[src/rtl/cartoon_frame_capture.sv]
// cartoon_frame_capture: grabs one active frame of the cartoon filter stream,
// quantizes every pixel to RGB332 and writes 4 pixels per 36-bit ZBT word.
// Handshake: there is no back-pressure. mem_we is a one-cycle write strobe and
// mem_addr/mem_data are valid in exactly the cycle mem_we is high.
module cartoon_frame_capture #(
  parameter int          H_ACTIVE  = 640,
  parameter int          V_ACTIVE  = 480,
  parameter logic [18:0] BASE_ADDR = 19'd0
) (
  input  logic        clk,
  input  logic        rst,
  input  logic [10:0] hcount,
  input  logic [9:0]  vcount,
  input  logic [23:0] rgb_in,
  input  logic        capture_req,
  input  logic        abort,
  output logic [18:0] mem_addr,
  output logic [35:0] mem_data,
  output logic        mem_we,
  output logic        busy,
  output logic        done,
  output logic [1:0]  dbg_state
);

  typedef enum logic [1:0] {
    S_IDLE    = 2'd0,
    S_ARMED   = 2'd1,
    S_CAPTURE = 2'd2,
    S_DONE    = 2'd3
  } state_t;

  localparam logic [10:0] LP_H_ACTIVE = 11'(H_ACTIVE);
  localparam logic [9:0]  LP_V_ACTIVE = 10'(V_ACTIVE);
  localparam logic [10:0] LP_H_LAST   = 11'(H_ACTIVE - 1);
  localparam logic [9:0]  LP_V_LAST   = 10'(V_ACTIVE - 1);

  state_t      r_state;
  state_t      w_next;
  logic [31:0] r_pack;
  logic        w_active;
  logic        w_last;
  logic [1:0]  w_slot;
  logic [7:0]  w_q;
  logic        w_frame_start;
  logic        w_pack_en;
  logic        w_emit;
  logic        w_unused_rgb;

  assign w_active     = (hcount < LP_H_ACTIVE) && (vcount < LP_V_ACTIVE);
  assign w_last       = w_active && (hcount == LP_H_LAST) && (vcount == LP_V_LAST);
  assign w_slot       = hcount[1:0];
  // RGB332 by truncation: top 3 bits of R and G, top 2 bits of B.
  assign w_q          = {rgb_in[23:21], rgb_in[15:13], rgb_in[7:6]};
  assign w_unused_rgb = ^{rgb_in[20:16], rgb_in[12:8], rgb_in[5:0]};
  assign dbg_state    = r_state;

  // State register.
  always_ff @(posedge clk or negedge rst) begin
    if (!rst) r_state <= S_IDLE;
    else      r_state <= w_next;
  end

  // Next-state and per-pixel control decode; abort overrides everything.
  always_comb begin
    w_next        = r_state;
    w_frame_start = 1'b0;
    w_pack_en     = 1'b0;
    w_emit        = 1'b0;
    if (abort) begin
      w_next = S_IDLE;
    end else begin
      case (r_state)
        S_IDLE: begin
          if (capture_req) w_next = S_ARMED;
        end
        S_ARMED: begin
          if (w_active && (hcount == 11'd0) && (vcount == 10'd0)) begin
            w_next        = S_CAPTURE;
            w_frame_start = 1'b1;
          end
        end
        S_CAPTURE: begin
          if (w_active) begin
            w_pack_en = 1'b1;
            if (w_slot == 2'd3) w_emit = 1'b1;
            if (w_last) w_next = S_DONE;
          end
        end
        S_DONE: begin
          if (capture_req) w_next = S_ARMED;
        end
        default: w_next = S_IDLE;
      endcase
    end
  end

  // Write port, status flags and pixel packing.
  always_ff @(posedge clk or negedge rst) begin
    if (!rst) begin
      mem_addr <= BASE_ADDR;
      mem_data <= 36'd0;
      mem_we   <= 1'b0;
      busy     <= 1'b0;
      done     <= 1'b0;
      r_pack   <= 32'd0;
    end else begin
      mem_we <= w_emit;
      busy   <= (w_next == S_ARMED) || (w_next == S_CAPTURE);
      done   <= (w_next == S_DONE);
      // The slot-3 pixel goes straight into the outgoing word.
      if (w_emit) mem_data <= {4'h0, r_pack[31:8], w_q};
      // Frame start rewinds; otherwise advance once a strobe has been issued.
      if (w_frame_start)  mem_addr <= BASE_ADDR;
      else if (mem_we)    mem_addr <= mem_addr + 19'd1;
      // A slot-0 pixel opens a fresh group, dropping stale bytes.
      if (abort) begin
        r_pack <= 32'd0;
      end else if (w_frame_start) begin
        r_pack <= {w_q, 24'd0};
      end else if (w_pack_en) begin
        case (w_slot)
          2'd0:    r_pack        <= {w_q, 24'd0};
          2'd1:    r_pack[23:16] <= w_q;
          2'd2:    r_pack[15:8]  <= w_q;
          default: r_pack        <= 32'd0;
        endcase
      end
    end
  end

endmodule
[config.mk]
export PLATFORM = sky130hd
export DESIGN_NAME = cartoon_frame_capture
export DESIGN_NICKNAME = d
export VERILOG_FILES = /design/src/rtl/cartoon_frame_capture.sv
export SDC_FILE = /design/constraint.sdc
export NUM_CORES = 1
export LEC_CHECK = 0
export ABC_AREA = 1
export BUFFER_PORTS_ARGS = -buffer_cell sky130_fd_sc_hd__buf_2
export CAP_MARGIN = 10
export CORE_MARGIN = 4
export CORE_UTILIZATION = 45
export DETAILED_ROUTE_END_ITERATION = 8
export HOLD_SLACK_MARGIN = 0.06
export PLACE_DENSITY = 0.73
export SLEW_MARGIN = 20
export SYNTH_ARGS = -nofsm -noshare
export SYNTH_HDL_FRONTEND = slang
export SYNTH_SLANG_ARGS = --single-unit
[constraint.sdc]
create_clock -name clk -period 1.58 [get_ports clk]
set_input_delay 0.474 -clock clk [delete_from_list [all_inputs] [get_ports clk]]
set_output_delay 0.474 -clock clk [all_outputs]
set_load 0.02 [all_outputs]
==> impl_metrics.env <==
export IMPL_regToRegEndpoint="busy$_DFF_PN0_"
export IMPL_p_int_w=0.00365
export IMPL_drt_first_pass_iters=4
export IMPL_slew_viol_final=0
export IMPL_drt_iter0_markers=136
export IMPL_synth_top_area_share_pct=51.7
export IMPL_path_max_fanout=3
export IMPL_route_detailed_drc=0
export IMPL_io_pins=109
export IMPL_status="finished, final reports clean"
export IMPL_swShare_pct=31.8
export IMPL_dieArea_um2=10200
export IMPL_postSynthCellCount=473
export IMPL_grt_ovfl_total=0
export IMPL_drive_gt1_share_pct=31.2
export IMPL_antenna_found_initial=0
export IMPL_seq_area_um2=2010
export IMPL_ys_seq_elements=80
export IMPL_cts_tree="done"
export IMPL_grt_pass1_vias=3534
export IMPL_clk_latency_ps=360
export IMPL_grt_pass1_wl_um=15900
export IMPL_start_util_pct=46.7
export IMPL_area_delta_synth_final_pct=31.5
export IMPL_timing_fmax_mhz=650
export IMPL_r2r_worst_path_cells=5
export IMPL_start_kind="flip-flop"
export IMPL_path_cells="buf_4, buf_2"
export IMPL_root_buffer="clkbuf_8"
export IMPL_rows=33
export IMPL_multi_input_area_um2=1800
export IMPL_layout_nets=656
export IMPL_ant_nets=0
export IMPL_final_area_um2=5090
export IMPL_clkTransAtPathRegs_ps=80
export IMPL_place_congestion=0.857
export IMPL_cts_buffer_depth=2
export IMPL_worstPathRequired_ps=1110
export IMPL_cts_buffers=9
export IMPL_yosys_most_used_dff="dfrtp_1"
export IMPL_fill_cells=726
export IMPL_setup_viol=0
export IMPL_cts_htree_levels=3
export IMPL_synthDistinctLibCells=35
export IMPL_ys_seq_area_share_pct=51.7
export IMPL_synth_edf_count=0
export IMPL_port_buffers=88
export IMPL_worst_setup_path_end_kind="output port"
export IMPL_clockPowerShare_pct=31.6
export IMPL_p_sw_w=0.00170
export IMPL_placed_area_um2=4660
export IMPL_ys_async_sr_fraction_pct=100
export IMPL_fin_crit_sh_pct=97.3
export IMPL_hpwlAfterDp_um=6890
export IMPL_fin_skew_ps=10.3
export IMPL_die_h_um=101
export IMPL_maxCapViolations=0
export IMPL_period_needed_ps=1540
export IMPL_post_drt_via_cell_ratio=4.99
export IMPL_vdd_drop_max_mv=0.673
export IMPL_final_util_pct=61.3
export IMPL_power_leakage_nw=2.79
export IMPL_yosysWarnings=0
export IMPL_critical_path_class="flip-flop to output port"
export IMPL_whs_ps=122
export IMPL_track_usage_pct=19.4
export IMPL_syn_area_um2=3870
export IMPL_cpPeakStageDelay_ps=420
export IMPL_cts_sinks=80
export IMPL_via_count=3528
export IMPL_hold_violations=0
export IMPL_synth_common_cells="nand2_1, dfrtp_1, nor2_1"
export IMPL_drt_wl_total_um=9540
export IMPL_avgSynthCellArea_um2=8.19
export IMPL_cpMaxStageDelayCell="dfrtp_1"
export IMPL_combPwrFrac_pct=24.3
export IMPL_diodes=0
export IMPL_core_um2=8300
export IMPL_grt_max_degree=81
export IMPL_rr_startpoint="dbg_state[1]$_DFF_PN0_"
export IMPL_synth_most_common_cell="nand2_1"
export IMPL_rsz0062_at_grt="true"
export IMPL_die_w_um=101
export IMPL_p_seq_share_pct=44.0
export IMPL_hp_class="input port to asynchronous set/reset pin"
export IMPL_powerDensity_nw_per_um2=1050
export IMPL_routedWlPerCell_um=13.5
export IMPL_synth_area_leaders="dfrtp_1, nand2_1, nor2_1"
export IMPL_cp_arrival_ps=1060
export IMPL_synth_top_area_cell="dfrtp_1"
export IMPL_rrSetupSlack_ps=60
[flip-flops by register name, indices dropped and copies added, names as in the netlist]
signal and count:
busy 1, r_pack 24, mem_we 1, mem_data 32
dbg_state 2, done 1, mem_addr 19
[final cells by class]
| cell class | instances | area share, % |
|---|---|---|
| clock buffers | 9 | 2.43 |
| inverters | 39 | 2.88 |
| clock inverters | 7 | 2.04 |
| well taps | 105 | 2.58 |
| multi-input cells | 344 | 35.3 |
| repair buffers | 123 | 15.3 |
| flip-flops and latches | 80 | 39.4 |
[per-stage QoR]
step,total power (W),setup WS (ps),setup TNS (ps),cells
after floorplan,0.00305,-37.8,-37.8,476
after global placement,0.00344,-259,-13060,685
after detailed placement,0.00350,-364,-17380,685
after CTS,0.00523,5.96,0,701
after global routing,0.00564,-32.7,-96.7,707
final,0.00535,42.7,0,707
[power by group through the flow]
stage / Clock [W] / Sequential (W) / Combinational [W]
6_report: 0.00169 / 0.00236 / 0.00130
5_1_grt: 0.00181 / 0.00238 / 0.00144
4_1_cts: 0.00173 / 0.00236 / 0.00114
3_5_place_dp: 0 / 0.00239 / 0.00111
3_3_place_gp: 0 / 0.00238 / 0.00106
2_1_floorplan: 0 / 0.00255 / 0.000498
[layout by cell type (no fill, tap or decap), types with 3 or more instances in the layout]
cell type | Yosys | final
nand2_1 | 182 | 179
buf_2 | 3 | 87
dfrtp_1 | 80 | 77
nor2_1 | 52 | 45
inv_1 | 36 | 32
buf_4 | 5 | 30
nand3_1 | 24 | 21
nor3_1 | 20 | 18
clkbuf_8 | 0 | 9
o21ai_1 | 8 | 8
nor2_2 | 3 | 7
xor2_1 | 7 | 7
inv_2 | 2 | 6
a21oi_1 | 6 | 6
buf_12 | 0 | 6
nor2_4 | 1 | 5
ha_1 | 10 | 5
nand4_1 | 4 | 4
nand3_2 | 4 | 4
conb_1 | 1 | 4
nand3_4 | 0 | 3
nand2_2 | 2 | 3
ha_2 | 0 | 3
dfrtp_2 | 0 | 3
[worst max-delay path by stage]
stage | start | to | slack, ps
after floorplan | hcount[0] | busy$_DFF_PN0_ | -40
after global placement | hcount[0] | busy$_DFF_PN0_ | -260
after detailed placement | hcount[0] | mem_addr[3]$_DFFE_PN0P_ | -360
after CTS | mem_addr[0]$_DFFE_PN0P_ | mem_addr[10]$_DFFE_PN0P_ | 6
after global routing | dbg_state[1]$_DFF_PN0_ | r_pack[13]$_DFFE_PN0P_ | -30
final | mem_addr[1]$_DFFE_PN0P_ | mem_addr[1] | 40
[cells by family (layout without fill, tap and decap cells)]
| kind of cell | count (synthesis) | after routing | synth area share [%] |
|---|---|---|---|
| AO/OA/AOI/OAI | 19 | 19 | 2.97 |
| XOR/XNOR | 9 | 9 | 2.04 |
| adder cells (fa/ha/maj) | 10 | 10 | 3.23 |
| buffers and inverters | 53 | 178 | 6.53 |
| flip-flops | 80 | 80 | 51.7 |
| other | 1 | 4 | 0.0968 |
| AND/OR/NAND/NOR | 301 | 302 | 33.4 |
[worst max-delay path, delay by kind of cell (launching register included)]
kind | cells | cell delay (ps)
buf+inv | 2 | 300
flops | 1 | 420
[what timing repair did]
action,4_1_cts,5_1_grt
setup buffers,0,5
pin swaps,0,11
hold buffers,0,0
endpoints found under the setup margin,1,57
cloned,0,1
resized for setup,1,38
[routing by layer]
metal,GRT usage (%),share of wire (%),up-vias
met5,0,0,-
met4,6.63,2.0,0
li1,-,-,1717
met2,33.0,51,87
met3,3.88,4.9,20
met1,24.8,42,1704
Note: power is estimated with default switching activity, not from simulation.
